**config.mk**
```make
export PLATFORM = sky130hd
export DESIGN_NAME = hourly_count_logger
export DESIGN_NICKNAME = d
export VERILOG_FILES = /design/src/rtl/parking_pkg.sv /design/src/rtl/rush_tracker.sv /design/src/rtl/hourly_count_logger.sv
export SDC_FILE = /design/constraint.sdc
export NUM_CORES = 1
export LEC_CHECK = 0
export BUFFER_PORTS_ARGS = -buffer_cell sky130_fd_sc_hd__buf_2
export CAP_MARGIN = 20
export CORE_MARGIN = 2
export CORE_UTILIZATION = 25
export DETAILED_ROUTE_END_ITERATION = 12
export PLACE_DENSITY = 0.5
export SYNTH_ARGS = -nofsm -noshare
export SYNTH_HDL_FRONTEND = slang
export SYNTH_HIERARCHICAL = 1
export SYNTH_SLANG_ARGS = --single-unit
```
**constraint.sdc**
```tcl
create_clock -name clock -period 1.7 [get_ports clock]
set_clock_uncertainty 0.15 [all_clocks]
set_input_delay 0.255 -clock clock [delete_from_list [all_inputs] [get_ports clock]]
set_output_delay 0.255 -clock clock [all_outputs]
set_load 0.01 [all_outputs]
```
**src/rtl/parking_pkg.sv**
```systemverilog
// Shared types and constants for the parking-lot hourly log writer.
package parking_pkg;

  localparam int unsigned ADDR_W    = 4;
  localparam int unsigned DATA_W    = 16;
  localparam int unsigned CNT_W     = 4;
  localparam int unsigned NUM_HOURS = 8;
  localparam int unsigned CAPACITY  = 3;

  typedef enum logic [1:0] {
    IDLE    = 2'd0,
    WRITE   = 2'd1,
    ADVANCE = 2'd2,
    DONE    = 2'd3
  } logger_state_t;

endpackage

```
**src/rtl/rush_tracker.sv**
```systemverilog
// Tracks whether the lot has hit capacity today and emits rush start/end/none pulses.
module rush_tracker
  import parking_pkg::*;
(
  input  logic             clock,
  input  logic             reset_n,
  input  logic [CNT_W-1:0] snap,
  input  logic             eval,
  input  logic             day_end,
  output logic             start_rush,
  output logic             end_rush,
  output logic             no_rush
);

  logic rush_seen, rush_over;
  logic rush_seen_nx, rush_over_nx;
  logic start_nx, end_nx, no_nx;
  logic full;

  // Counts above capacity still count as full; at most one pulse per evaluation.
  always_comb begin
    rush_seen_nx = rush_seen;
    rush_over_nx = rush_over;
    start_nx     = 1'b0;
    end_nx       = 1'b0;
    no_nx        = 1'b0;
    full         = (snap >= CNT_W'(CAPACITY));
    if (eval) begin
      if (!rush_seen && full) begin
        start_nx     = 1'b1;
        rush_seen_nx = 1'b1;
      end else if (rush_seen && !rush_over && !full) begin
        end_nx       = 1'b1;
        rush_over_nx = 1'b1;
      end
    end else if (day_end) begin
      if (!rush_seen) begin
        no_nx = 1'b1;
      end else if (!rush_over) begin
        end_nx       = 1'b1;
        rush_over_nx = 1'b1;
      end
    end
  end

  always_ff @(posedge clock or negedge reset_n) begin
    if (!reset_n) begin
      rush_seen  <= 1'b0;
      rush_over  <= 1'b0;
      start_rush <= 1'b0;
      end_rush   <= 1'b0;
      no_rush    <= 1'b0;
    end else begin
      rush_seen  <= rush_seen_nx;
      rush_over  <= rush_over_nx;
      start_rush <= start_nx;
      end_rush   <= end_nx;
      no_rush    <= no_nx;
    end
  end

endmodule

```
**src/rtl/hourly_count_logger.sv**
```systemverilog
// Writes one car-count snapshot per hour tick into the log RAM and owns the workday hour.
module hourly_count_logger
  import parking_pkg::*;
(
  input  logic              clock,
  input  logic              reset_n,
  input  logic              hour_inc,
  input  logic [CNT_W-1:0]  count,
  output logic [ADDR_W-1:0] wraddress,
  output logic [DATA_W-1:0] wrdata,
  output logic              wren,
  output logic [CNT_W-1:0]  hour,
  output logic              start_rush,
  output logic              end_rush,
  output logic              no_rush,
  output logic              day_done,
  output logic              tick_ovf
);

  logger_state_t     state, state_nx;
  logic [CNT_W-1:0]  snap, snap_nx;
  logic [CNT_W-1:0]  pend_data, pend_data_nx;
  logic              pend_valid, pend_valid_nx;
  logic              tick_ovf_nx;
  logic [CNT_W-1:0]  hour_nx;
  logic [ADDR_W-1:0] wraddress_nx;
  logic [DATA_W-1:0] wrdata_nx;
  logic              wren_nx, day_done_nx;
  logic              eval_c, day_end_c;

  always_ff @(posedge clock or negedge reset_n) begin
    if (!reset_n) state <= IDLE;
    else          state <= state_nx;
  end

  always_comb begin
    state_nx = state;
    case (state)
      IDLE:    if (pend_valid || hour_inc) state_nx = WRITE;
      WRITE:   state_nx = ADVANCE;
      ADVANCE: state_nx = (hour == CNT_W'(NUM_HOURS - 1)) ? DONE : IDLE;
      DONE:    state_nx = DONE;
      default: state_nx = IDLE;
    endcase
  end

  // Tick capture, pending buffer and next values of the registered outputs.
  always_comb begin
    snap_nx       = snap;
    pend_data_nx  = pend_data;
    pend_valid_nx = pend_valid;
    tick_ovf_nx   = tick_ovf;
    hour_nx       = hour;
    case (state)
      IDLE: begin
        if (pend_valid) begin
          snap_nx       = pend_data;
          pend_valid_nx = hour_inc;
          if (hour_inc) pend_data_nx = count;
        end else if (hour_inc) begin
          snap_nx = count;
        end
      end
      WRITE, ADVANCE: begin
        if (hour_inc) begin
          if (pend_valid) begin
            tick_ovf_nx = 1'b1;
          end else begin
            pend_valid_nx = 1'b1;
            pend_data_nx  = count;
          end
        end
        if (state == ADVANCE) begin
          if (hour < CNT_W'(NUM_HOURS)) hour_nx = hour + CNT_W'(1);
          // A tick still queued when the day closes can never be logged.
          if (state_nx == DONE && pend_valid_nx) begin
            pend_valid_nx = 1'b0;
            tick_ovf_nx   = 1'b1;
          end
        end
      end
      default: if (hour_inc) tick_ovf_nx = 1'b1;
    endcase

    wren_nx      = (state_nx == WRITE);
    wraddress_nx = wren_nx ? ADDR_W'(hour) : '0;
    wrdata_nx    = wren_nx ? DATA_W'(snap_nx) : '0;
    day_done_nx  = (state_nx == DONE);
    eval_c       = (state == WRITE);
    day_end_c    = (state == ADVANCE) && (state_nx == DONE);
  end

  always_ff @(posedge clock or negedge reset_n) begin
    if (!reset_n) begin
      snap       <= '0;
      pend_data  <= '0;
      pend_valid <= 1'b0;
      tick_ovf   <= 1'b0;
      hour       <= '0;
      wren       <= 1'b0;
      wraddress  <= '0;
      wrdata     <= '0;
      day_done   <= 1'b0;
    end else begin
      snap       <= snap_nx;
      pend_data  <= pend_data_nx;
      pend_valid <= pend_valid_nx;
      tick_ovf   <= tick_ovf_nx;
      hour       <= hour_nx;
      wren       <= wren_nx;
      wraddress  <= wraddress_nx;
      wrdata     <= wrdata_nx;
      day_done   <= day_done_nx;
    end
  end

  rush_tracker u_rush_tracker (
    .clock      (clock),
    .reset_n    (reset_n),
    .snap       (snap),
    .eval       (eval_c),
    .day_end    (day_end_c),
    .start_rush (start_rush),
    .end_rush   (end_rush),
    .no_rush    (no_rush)
  );

endmodule

```
* After elaboration in Yosys (flattened, before gate mapping)
Index checks and enable logic that the tools add are counted.
** Storage, ports and cells
- Flip-flop bits (word level) :: 31
- Word-level logic and storage cells :: 92
** Operators by class
- Add/sub/neg operators :: 1
- $lt $le $gt $ge :: 2
- Eq/ne operators :: 12
- Muxes and demuxes :: 41
- Bitwise logic cells :: 1
- Reductions and logical operators :: 20
** Operators by type and width (count)
- 4-bit 2-to-1 mux :: 9
- 1-bit 2-to-1 mux :: 26
- 2-bit inequality test (second input constant) :: 5
- 2-bit one-hot mux with 4 select lines :: 1
- 4-bit one-hot mux with 2 select lines :: 1
- 2-bit nonzero test :: 4
- 2-bit == test (second input constant) :: 3
- 1-bit logical AND :: 5
- 5-bit AND reduction :: 1
- 4-bit by 1-bit adder with 4-bit output (second input constant) :: 1
- 2-bit by 1-bit == test with 1-bit output (second input constant) :: 2
- 4-bit by 3-bit == test with 1-bit output (second input constant) :: 1
- 4-bit by 2-bit >= comparator with 1-bit output (second input constant) :: 1
- 4-bit < comparator (second input constant) :: 1
- 2-bit 2-to-1 mux :: 2
- 1-bit one-hot mux with 2 select lines :: 2
- 2-bit AND reduction :: 2
- 4-bit AND reduction :: 1
- 1-bit zero test :: 3
- 3-bit AND reduction :: 1
- 2-bit zero test :: 1
- 2-bit by 1-bit inequality test with 1-bit output (second input constant) :: 1
- 2-bit OR reduction :: 1
- 1-bit logical OR :: 1
- 1-bit NOT :: 1

* Longest topological paths before layout
Gate-level depths: netlist of run 1.
- Word-level depth :: 8
- Gate-level depth with buffers :: 7

* By module
The synthesis of run 1 kept the hierarchy.
** Modules (own cells, without submodules)
- hourly_count_logger :: times used 1, cells an instance 112, area an instance 1380.1 µm², seq. area each 650.6 µm²
- rush_tracker :: times used 1, cells an instance 14, area an instance 192.7 µm², seq. area each 125.1 µm²

* Least setup slack after synthesis of run 1
OpenSTA, ideal clock, no wires.
- Kind :: register -> register
- Start :: register state[0]
- End :: register pend_data[0]
- Arrival time :: 1.602 ns
- Required time :: 1.425 ns
- Path slack :: -0.177 ns
- Cell stages (with the launch flop) :: 6
- Cell sequence :: dfrtp_1 -> inv_1 -> ha_1 -> and3b_4 -> o21ai_4 -> mux2_4
** On the way
- Longest elaborated chain between the ends :: 4
- Elaborated cells on any way between the ends :: 11
** RTL lines
- start: declaration :: RTL line hourly_count_logger.sv:20 : logger_state_t state, state_nx;
- start signal: assignment :: RTL line hourly_count_logger.sv:33 : else state <= state_nx;
- 2-bit by 1-bit == test with 1-bit output / 2-bit == test (equally long branches) :: RTL line hourly_count_logger.sv:54 : case (state)
- 2-bit OR reduction :: RTL line hourly_count_logger.sv:54
- 2-bit inequality test (no line) / 2-bit nonzero test (equally long branches)
- 5-bit AND reduction (no line)
- end signal: assignment :: RTL line hourly_count_logger.sv:106 : pend_data <= pend_data_nx;
- end: declaration :: RTL line hourly_count_logger.sv:22 : logic [CNT_W-1:0] pend_data, pend_data_nx;
Several ways; a longest one is shown, not always the timed one.
A chain may end at the register's enable or synchronous reset.

* Worst setup path in the final report of run 1
- Start :: register state[1]
- End :: register pend_data[0]
The elaborated chain is that of the path after synthesis.

==> out/metrics.yaml, run 1 <==
status:
  outcome: "finished with violations"
  violations: "setup timing"
clock_network:
  clock-root-buffer: "clkbuf_8"
  tritoncts: "done"
  path_clk_slew_ns: 0.06
  numCtsBuffers: 5
  clockBufferDepth: 2
  clock-sinks: 31
  clk_latency_ns: 0.28
  htreeDepth: 2
hold_path:
  whs_endpoint: "pend_data[1]"
  min_path_type: "in -> reg"
  hp-start: "count[1]"
  whs_path_depth: 2
placement:
  dp_slack_ns: -0.0566
  port_buffers: 24
  post-dp-hpwl_mm: 2.25
  place.gp.congestion: 0.787
routing:
  wire_per_inst_microns: 12.2
  vias: 1079
  drc_errors: 0
  dr.pass1.iters: 4
  vias_per_cell: 4.32
  routed_wl_mm: 3.05
  detail-route-antenna-nets: 0
  drt_iter0_drc: 38
setup_path:
  cpMaxStageDelayCell: "dfrtp_2"
  rrSetupSlack_ns: -0.02
  crit_family: "flip-flops"
  r2r_cells: 5
  critical_path_class: "reg -> reg"
  path_cells: "inv_2, ha_4, and3b_4, o21ai_4, mux2_4"
  cp_max_fo: 4
  required_ns: 1.71
  worstSetupEndpointType: "register"
  crit_buf_inv: 1
  cp-start-kind: "register"
  crit_cells: 5
  crit_path_start: "state[1]"
  r2r-end: "pend_data[0]"
  r2r_start: "state[1]"
  slowest_delay_ns: 0.38
  crit_arrival_ns: 1.73
floorplanning:
  die_w_microns: 83.3
  rows: 28
  die-area_sq_um: 6940
  ios: 37
  start_util: 0.263
  coreArea_sq_um: 5990
  die_h_microns: 83.3
grt:
  grt_max_degree: 14
  grt_pass1_wl_mm: 4.90
  grt_overflow: 0
  grt.total_usage: 0.0889
  antenna_found_initial: 0
  grt_pass1_vias: 1028
power:
  powerDensity_nw_per_um2: 1870
  max-vdd-ir-drop_uv: 644
  p_leak_nw: 0.983
  design_power_total_mw: 3.76
synth:
  synthFlopType: "dfrtp_1"
  synth.avg_cell_area_sq_um: 12.5
  seq_area_frac_synth: 0.493
  synth_edf_count: 0
  async_reset_ff_frac: 1.00
  synth_seq_cells: 31
  synth_area_sq_um: 1570
  ys_warn_count: 6
  synth_cell_type_count: 42
  syn_inst: 126
layout:
  utilization: 0.337
  area_growth_pct: 28.2
  num_antenna_cells: 0
  nets: 187
  layout-drive-gt1-share: 0.451
timing:
  final_hold_viol_count: 0
  finalWorstSetupSlack_ns: -0.0189
  clock.fmax_mhz: 582
  setup_tns_ns: -0.0669
  setup_viol: 5
  rsz0062_at_grt: "yes"
  min_period_ns: 1.72
  fin_crit_sh: 1.01
  drv_slew: 0
flow_run:
  cap_violations: 0
## power by group
part | internal [mW] | switching, mW | leakage, nW
sequential | 1.02 | 0.167 | 0.370
clock | 0.287 | 0.261 | 0.0422
combinational | 1.00 | 1.02 | 0.571
## layout make-up
type	instances	area [sq um]
clock inverter	1	5.00
timing repair buffer	46	288
tap	75	93.8
multi-input combinational	78	728
inverter	12	47.5
sequential	31	778
clock buffer	7	76.3
fill	599	3970
## cell usage in the layout, fill, tap and decap left out, types with 3 or more instances in the layout
| master | n |
|---|---|
| clkbuf_8 | 5 |
| mux2_4 | 4 |
| inv_2 | 3 |
| ha_1 | 3 |
| buf_2 | 24 |
| conb_1 | 12 |
| buf_4 | 21 |
| a221oi_1 | 3 |
| a22oi_1 | 7 |
| dfrtp_1 | 29 |
| inv_1 | 8 |
| nor2b_1 | 5 |
| o22ai_1 | 3 |
| and2_1 | 4 |
## state kept, by name (all words and copies together), names as in the netlist
| name | count |
|---|---|
| snap | 4 |
| tick_ovf | 1 |
| pend_valid | 1 |
| wraddress | 4 |
| day_done | 1 |
| wren | 1 |
| wrdata | 4 |
| u_rush_tracker/start_rush | 1 |
| u_rush_tracker/end_rush | 1 |
| state | 2 |
| u_rush_tracker/rush_seen | 1 |
| u_rush_tracker/rush_over | 1 |
| pend_data | 4 |
| u_rush_tracker/no_rush | 1 |
| hour | 4 |
## worst max-delay path by stage
stage / to / slack [ns]
finish: pend_data[0] / -0.02
global route: u_rush_tracker/end_rush / -0.07
CTS: pend_data[2] / -0.003
detailed placement: u_rush_tracker/end_rush / -0.06
global placement: u_rush_tracker/end_rush / -0.06
floorplan: pend_data[0] / -0.03
## through the flow
stage,area (sq um),hold slack [ns],cells
2_1_floorplan,1630,-0.191,137
3_3_place_gp,1850,-0.00378,238
3_5_place_dp,1850,-0.0104,238
4_1_cts,1980,0.0700,249
5_1_grt,2020,0.0861,250
6_report,2020,0.0760,250
## per-layer routing
layer,up-vias,track usage,part of all wire
met5,-,0,0
met4,0,0.0417,0.018
met3,5,0.0258,0.058
met2,33,0.141,0.48
met1,524,0.111,0.44
li1,517,-,-
## cells by family after synthesis
kind of cell	synth area share
AO/OA/AOI/OAI	0.177
flip-flops	0.493
buffers and inverters	0.111
AND/OR/NAND/NOR	0.112
adder cells (fa/ha/maj)	0.0477
multiplexers	0.0453
XOR/XNOR	0.0111
other	0.00238
## what timing repair did
action | 4_1_cts | 5_1_grt
gates cloned | 0 | 0
pin swaps | 1 | 4
resized for setup | 5 | 5
endpoints found under the setup margin | 5 | 8
setup buffers | 2 | 1
endpoints found under the hold margin | 18 | 0
hold buffers | 1 | 0
## synthesized netlist by cell type, types with 2 or more instances
master | count | area, sq um
nor2_1 | 2 | 7.51
inv_2 | 2 | 7.51
a221oi_1 | 3 | 26.3
inv_1 | 10 | 37.5
dfrtp_1 | 31 | 776
o22ai_1 | 3 | 18.8
a221oi_2 | 2 | 30.0
buf_6 | 3 | 33.8
a22oi_1 | 8 | 60.1
o21ai_0 | 2 | 10.0
nor2b_1 | 5 | 31.3
a31oi_1 | 2 | 12.5
ha_1 | 6 | 75.1
mux2_4 | 4 | 60.1
buf_4 | 12 | 90.1
and2_1 | 4 | 25.0
a21oi_1 | 2 | 10.0
No activity file was read; power rests on OpenSTA's default activity.
==> run 2: changes to the inputs <==
Settings changed: SKIP_CTS_REPAIR_TIMING from default to 1.
==> out/metrics.yaml, run 2 (same netlist as run 1, synthesis figures left out) <==
grt:
  antenna_found_initial: 0  # unchanged
  grt_pass1_wl_mm: 4.77  # -2.6%
  grt_pass1_vias: 1024  # -0.39%
  grt_overflow: 0  # unchanged
  grt_max_degree: 14  # unchanged
  grt.total_usage: 0.0864  # -0.00250
placement:
  port_buffers: 24  # unchanged
  post-place-cells: 238  # unchanged
  placed_area_sq_um: 1850  # unchanged
  post-dp-hpwl_mm: 2.25  # unchanged
  place.gp.congestion: 0.787  # unchanged
power:
  p_leak_nw: 0.978  # -0.48%
  pwr-share-clk: 0.147  # about the same
  switching_power_mw: 1.44  # -0.31%
  pwr-share-comb: 0.535  # -0.003
  p_sw_frac: 0.385  # about the same
  intPower_mw: 2.31  # -0.46%
  max-vdd-ir-drop_uv: 646  # +0.45%
  powerDensity_nw_per_um2: 1860  # about the same
  design_power_total_mw: 3.75  # -0.40%
  sequentialPowerShare: 0.318  # about the same
floorplanning:
  coreArea_sq_um: 5990  # unchanged
  start_util: 0.263  # unchanged
  die_h_microns: 83.3  # unchanged
  die_w_microns: 83.3  # unchanged
  die-area_sq_um: 6940  # unchanged
  ios: 37  # unchanged
  rows: 28  # unchanged
clock_network:
  clock-root-buffer: "clkbuf_8"
  htreeDepth: 2  # unchanged
  tritoncts: "done"
  numCtsBuffers: 5  # unchanged
  clock-sinks: 31  # unchanged
  path_clk_slew_ns: 0.06  # about the same
  clockBufferDepth: 2  # unchanged
  clk_latency_ns: 0.28  # about the same
setup_path:
  critical_path_class: "reg -> reg"
  slowest_delay_ns: 0.42  # +0.04 ns
  cpMaxStageDelayCell: "dfrtp_2"
  rrSetupSlack_ns: 0.004  # +0.02 ns
  crit_family: "flip-flops"
  required_ns: 1.71  # about the same
  r2r_start: "state[1]"
  path_cells: "inv_2, ha_4, nor3b_2, o21ai_4, mux2_4"
  r2r_cells: 5  # unchanged
  crit_arrival_ns: 1.71  # -0.02 ns
  r2r-end: "pend_data[0]"
  cp_max_fo: 4  # unchanged
  crit_buf_inv: 1  # unchanged
  worstSetupEndpointType: "register"
  cp-start-kind: "register"
layout:
  area_growth_pct: 27.8
  multi_input_area_sq_um: 728  # unchanged
  fillers: 601  # +0.33%
  layout-drive-gt1-share: 0.448  # -0.00315
  num_antenna_cells: 0  # unchanged
  final_common_cell: "dfrtp_1"
  fin_area_sq_um: 2010  # -0.37%
  final_cells: 249  # -0.40%
  seqCellArea_sq_um: 778  # unchanged
  final_cell_mix: "dfrtp_1 (29), buf_2 (24), buf_4 (20)"
  nets: 186  # -0.53%
timing:
  drv_slew: 0  # unchanged
  final_hold_viol_count: 0  # unchanged
  clock.fmax_mhz: 590  # +1.3%
  setup_tns_ns: 0  # +0.0669 ns
  min_period_ns: 1.70  # -0.0227 ns
  fin_crit_sh: 0.998  # -0.0134
  setup_viol: 0  # -5
  rsz0062_at_grt: "yes"
hold_path:
  min_path_type: "in -> reg"
  whs_endpoint: "pend_data[1]"
  whs_path_depth: 2  # unchanged
  hp-start: "count[1]"
status:
  outcome: "complete, no violations"
routing:
  drt-met1-wl_mm: 1.35  # -0.66%
  met2WireLength_mm: 1.46  # -0.27%
  vias: 1075  # -0.37%
  vias_per_cell: 4.32  # about the same
  wire_per_inst_microns: 12.2  # -0.42%
  top_layer: "met4"
  detail-route-antenna-nets: 0  # unchanged
  dr_wl_met3_microns: 166  # -5.7%
  routed_wl_mm: 3.03  # -0.82%
  drt_iter0_drc: 50  # +32%
  drc_errors: 0  # unchanged
  dr.pass1.iters: 4  # unchanged
flow_run:
  cap_violations: 0  # unchanged
[run 2: changes by cell type in the layout (fill, tap and decap cells not counted)]
cell	delta
buf_4	-1
[run 2: worst register-to-register path: stages, from the launching register on]
cell,delay (ns)
dfrtp_2,0.42
inv_2,0.08
ha_4,0.20
nor3b_2,0.17
o21ai_4,0.24
mux2_4,0.32
[run 2: power groups by stage]
| stage | Sequential (mW) | Combinational [mW] | Clock [mW] |
|---|---|---|---|
| floorplan | 1.29 | 1.17 | 0 |
| global placement | 1.19 | 1.86 | 0 |
| detailed placement | 1.20 | 1.87 | 0 |
| CTS | 1.19 | 1.88 | 0.572 |
| global route | 1.23 | 2.20 | 0.600 |
| finish | 1.19 | 2.01 | 0.549 |
[run 2: worst max-delay path by stage]
stage | end | depth (start not counted) | slack [ns] | start
floorplan | pend_data[0] | 5 | -0.03 | state[1]
global placement | u_rush_tracker/end_rush | 6 | -0.06 | state[0]
detailed placement | u_rush_tracker/end_rush | 6 | -0.06 | state[0]
CTS | u_rush_tracker/end_rush | 6 | -0.07 | state[0]
global route | pend_data[0] | 5 | -0.04 | state[0]
finish | pend_data[0] | 5 | 0.004 | state[1]
[run 2: layer usage]
| metal | vias up | global-route usage |
|---|---|---|
| met4 | 0 | 0.0417 |
| li1 | 513 | - |
| met1 | 528 | 0.109 |
| met5 | - | 0 |
| met2 | 29 | 0.133 |
| met3 | 5 | 0.0268 |
[run 2: layout make-up]
class / count / share of cell area
Clock buffer: 7 / 0.0380
Multi-Input combinational cell: 78 / 0.362
Clock inverter: 1 / 0.00249
Inverter: 12 / 0.0237
Sequential cell: 31 / 0.387
Timing Repair Buffer: 45 / 0.139
Tap cell: 75 / 0.0467
[run 2: per-stage QoR]
step	setup WS, ns	utilization	hold WS, ns
2_1_floorplan	-0.0266	-	-0.191
3_3_place_gp	-0.0595	0.309	-0.00378
3_5_place_dp	-0.0566	0.309	-0.0104
4_1_cts	-0.0711	0.322	-0.312
5_1_grt	-0.0442	0.335	0.0861
6_report	0.00388	0.335	0.0758
==> run 3: changes to the inputs <==
Settings changed: CORE_UTILIZATION 25 to 47, PLACE_DENSITY 0.5 to 0.79.
==> out/metrics.yaml, run 3 (same netlist as run 1, synthesis figures left out) <==
status:
  outcome: "finished with violations"
  violations: "setup timing"
layout:
  fillers: 244  # -59%
  final_cell_mix: "dfrtp_1 (29), buf_2 (24), buf_4 (21)"
  multi_input_area_sq_um: 713  # -2.1%
  nets: 189  # +1.6%
  final_common_cell: "dfrtp_1"
  seqCellArea_sq_um: 778  # unchanged
  utilization: 0.600  # +0.265
  fin_area_sq_um: 1970  # -1.9%
  num_antenna_cells: 0  # unchanged
  area_growth_pct: 25.4
  layout-drive-gt1-share: 0.460  # +0.0120
hold_path:
  min_path_type: "in -> reg"
timing:
  drv_slew: 0  # unchanged
  setup_tns_ns: -0.148  # -0.148 ns
  setup_viol: 4  # +4
  min_period_ns: 1.74  # +0.0468 ns
  rsz0062_at_grt: "yes"
  finalWorstSetupSlack_ns: -0.0429  # -0.0468 ns
  final_hold_viol_count: 0  # unchanged
  clock.fmax_mhz: 574  # -2.7%
  fin_crit_sh: 1.03  # +0.0275
setup_path:
  rrSetupSlack_ns: -0.04  # -0.05 ns
  worstSetupEndpointType: "register"
  r2r_cells: 5  # unchanged
  path_cells: "inv_2, ha_4, and3b_4, o21ai_4, mux2_4"
  cp_max_fo: 6  # +2
  cp-start-kind: "register"
  critical_path_class: "reg -> reg"
  r2r-end: "pend_data[1]"
  crit_path_start: "state[1]"
  required_ns: 1.79  # +0.08 ns
  cpMaxStageDelayCell: "dfrtp_2"
  crit_arrival_ns: 1.83  # +0.12 ns
  crit_end: "pend_data[1]"
  r2r_start: "state[1]"
  slowest_delay_ns: 0.43  # about the same
floorplanning:
  coreArea_sq_um: 3280  # -45%
  die_h_microns: 61.8  # -26%
  ios: 37  # unchanged
  die_w_microns: 61.8  # -26%
  rows: 21  # -25%
  die-area_sq_um: 3820  # -45%
  start_util: 0.479  # +0.216
power:
  p_leak_nw: 0.988  # +1.1%
  powerDensity_nw_per_um2: 1910  # +2.3%
  max-vdd-ir-drop_uv: 690  # +6.7%
grt:
  grt.total_usage: 0.177  # +0.0907
  grt_overflow: 0  # unchanged
  grt_pass1_vias: 1003  # -2.1%
  antenna_found_initial: 0  # unchanged
  grt_pass1_wl_mm: 4.71  # -1.4%
  grt_max_degree: 32  # +18
routing:
  drt_iter0_drc: 50  # unchanged
  wire_per_inst_microns: 13.8  # +14%
  routed_wl_mm: 3.07  # +1.5%
  vias_per_cell: 4.99  # +16%
  drc_errors: 0  # unchanged
  detail-route-antenna-nets: 0  # unchanged
  dr.pass1.iters: 4  # unchanged
  vias: 1107  # +3.0%
clock_network:
  htreeDepth: 2  # unchanged
  clockBufferDepth: 2  # unchanged
  clock-sinks: 31  # unchanged
  numCtsBuffers: 5  # unchanged
  clk_latency_ns: 0.34  # +0.06 ns
  clock-root-buffer: "clkbuf_4"
  path_clk_slew_ns: 0.10  # +0.04 ns
  tritoncts: "done"
flow_run:
  cap_violations: 0  # unchanged
placement:
  port_buffers: 24  # unchanged
  post-dp-hpwl_mm: 2.18  # -3.2%
  placed_area_sq_um: 1830  # -1.3%
  place.gp.congestion: 0.855  # +8.7%
-- run 3: changes by cell type in the layout (fill, tap and decap cells not counted) --
| cell | delta |
|---|---|
| a221oi_1 | -1 |
| clkbuf_8 | -4 |
| a221oi_4 | -1 |
| ha_2 | -1 |
| clkbuf_1 | -2 |
| buf_6 | +1 |
| clkbuf_4 | +5 |
| a221oi_2 | +2 |
| buf_4 | +1 |
| nor2_1 | +1 |
| ha_1 | +1 |
| buf_12 | +1 |
| nor2_4 | -1 |
-- run 3: how the worst min path moves through the flow --
stage	startpoint	endpoint	slack (ns)	depth (start not counted)
6_report	count[3]	pend_data[3]	0.02	2
3_5_place_dp	reset_n	wraddress[1]	0.14	2
3_3_place_gp	reset_n	wraddress[0]	0.13	2
2_1_floorplan	reset_n	day_done	-0.19	0
5_1_grt	count[1]	pend_data[1]	0.008	2
4_1_cts	reset_n	snap[2]	-0.23	2
-- run 3: critical path: cells and delay by family, from the launching register on --
family / cells / cell delay [ns]
DFF: 1 / 0.43
AOI/OAI and AO/OA: 1 / 0.21
muxes: 1 / 0.33
and+or+nand+nor: 1 / 0.20
adders and majority gates: 1 / 0.26
buffers and inverters: 1 / 0.07
-- run 3: cell type report --
class | instances | share of cell area
Sequential cell | 31 | 0.395
Clock buffer | 6 | 0.0260
Timing Repair Buffer | 48 | 0.162
Tap cell | 46 | 0.0292
Clock inverter | 1 | 0.00254
Multi-Input combinational cell | 78 | 0.362
Inverter | 12 | 0.0241
-- run 3: power by group --
part | leakage (nW) | switching, mW | internal, mW
registers | 0.370 | 0.183 | 1.02
clock network | 0.0341 | 0.246 | 0.191
logic | 0.585 | 1.05 | 1.07
-- run 3: routing by layer --
metal / up-vias / global-route usage / wire length (microns)
li1: 524 / - / -
met1: 538 / 0.203 / 1260
met2: 38 / 0.302 / 1570
met3: 7 / 0.0600 / 178
met4: 0 / 0.0729 / 68
met5: - / 0 / 0
-- run 3: per-stage QoR --
stage          worst slack (ns)  hold WS [ns]  total power, mW  std cells
6_report                -0.0429        0.0199             3.76        222
5_1_grt                 -0.0752       0.00790             4.02        222
4_1_cts                 -0.0538        -0.231             3.58        216
3_5_place_dp            -0.0416         0.140             3.13        209
3_3_place_gp            0.00300         0.129             3.01        209
2_1_floorplan           -0.0266        -0.191             2.46        137
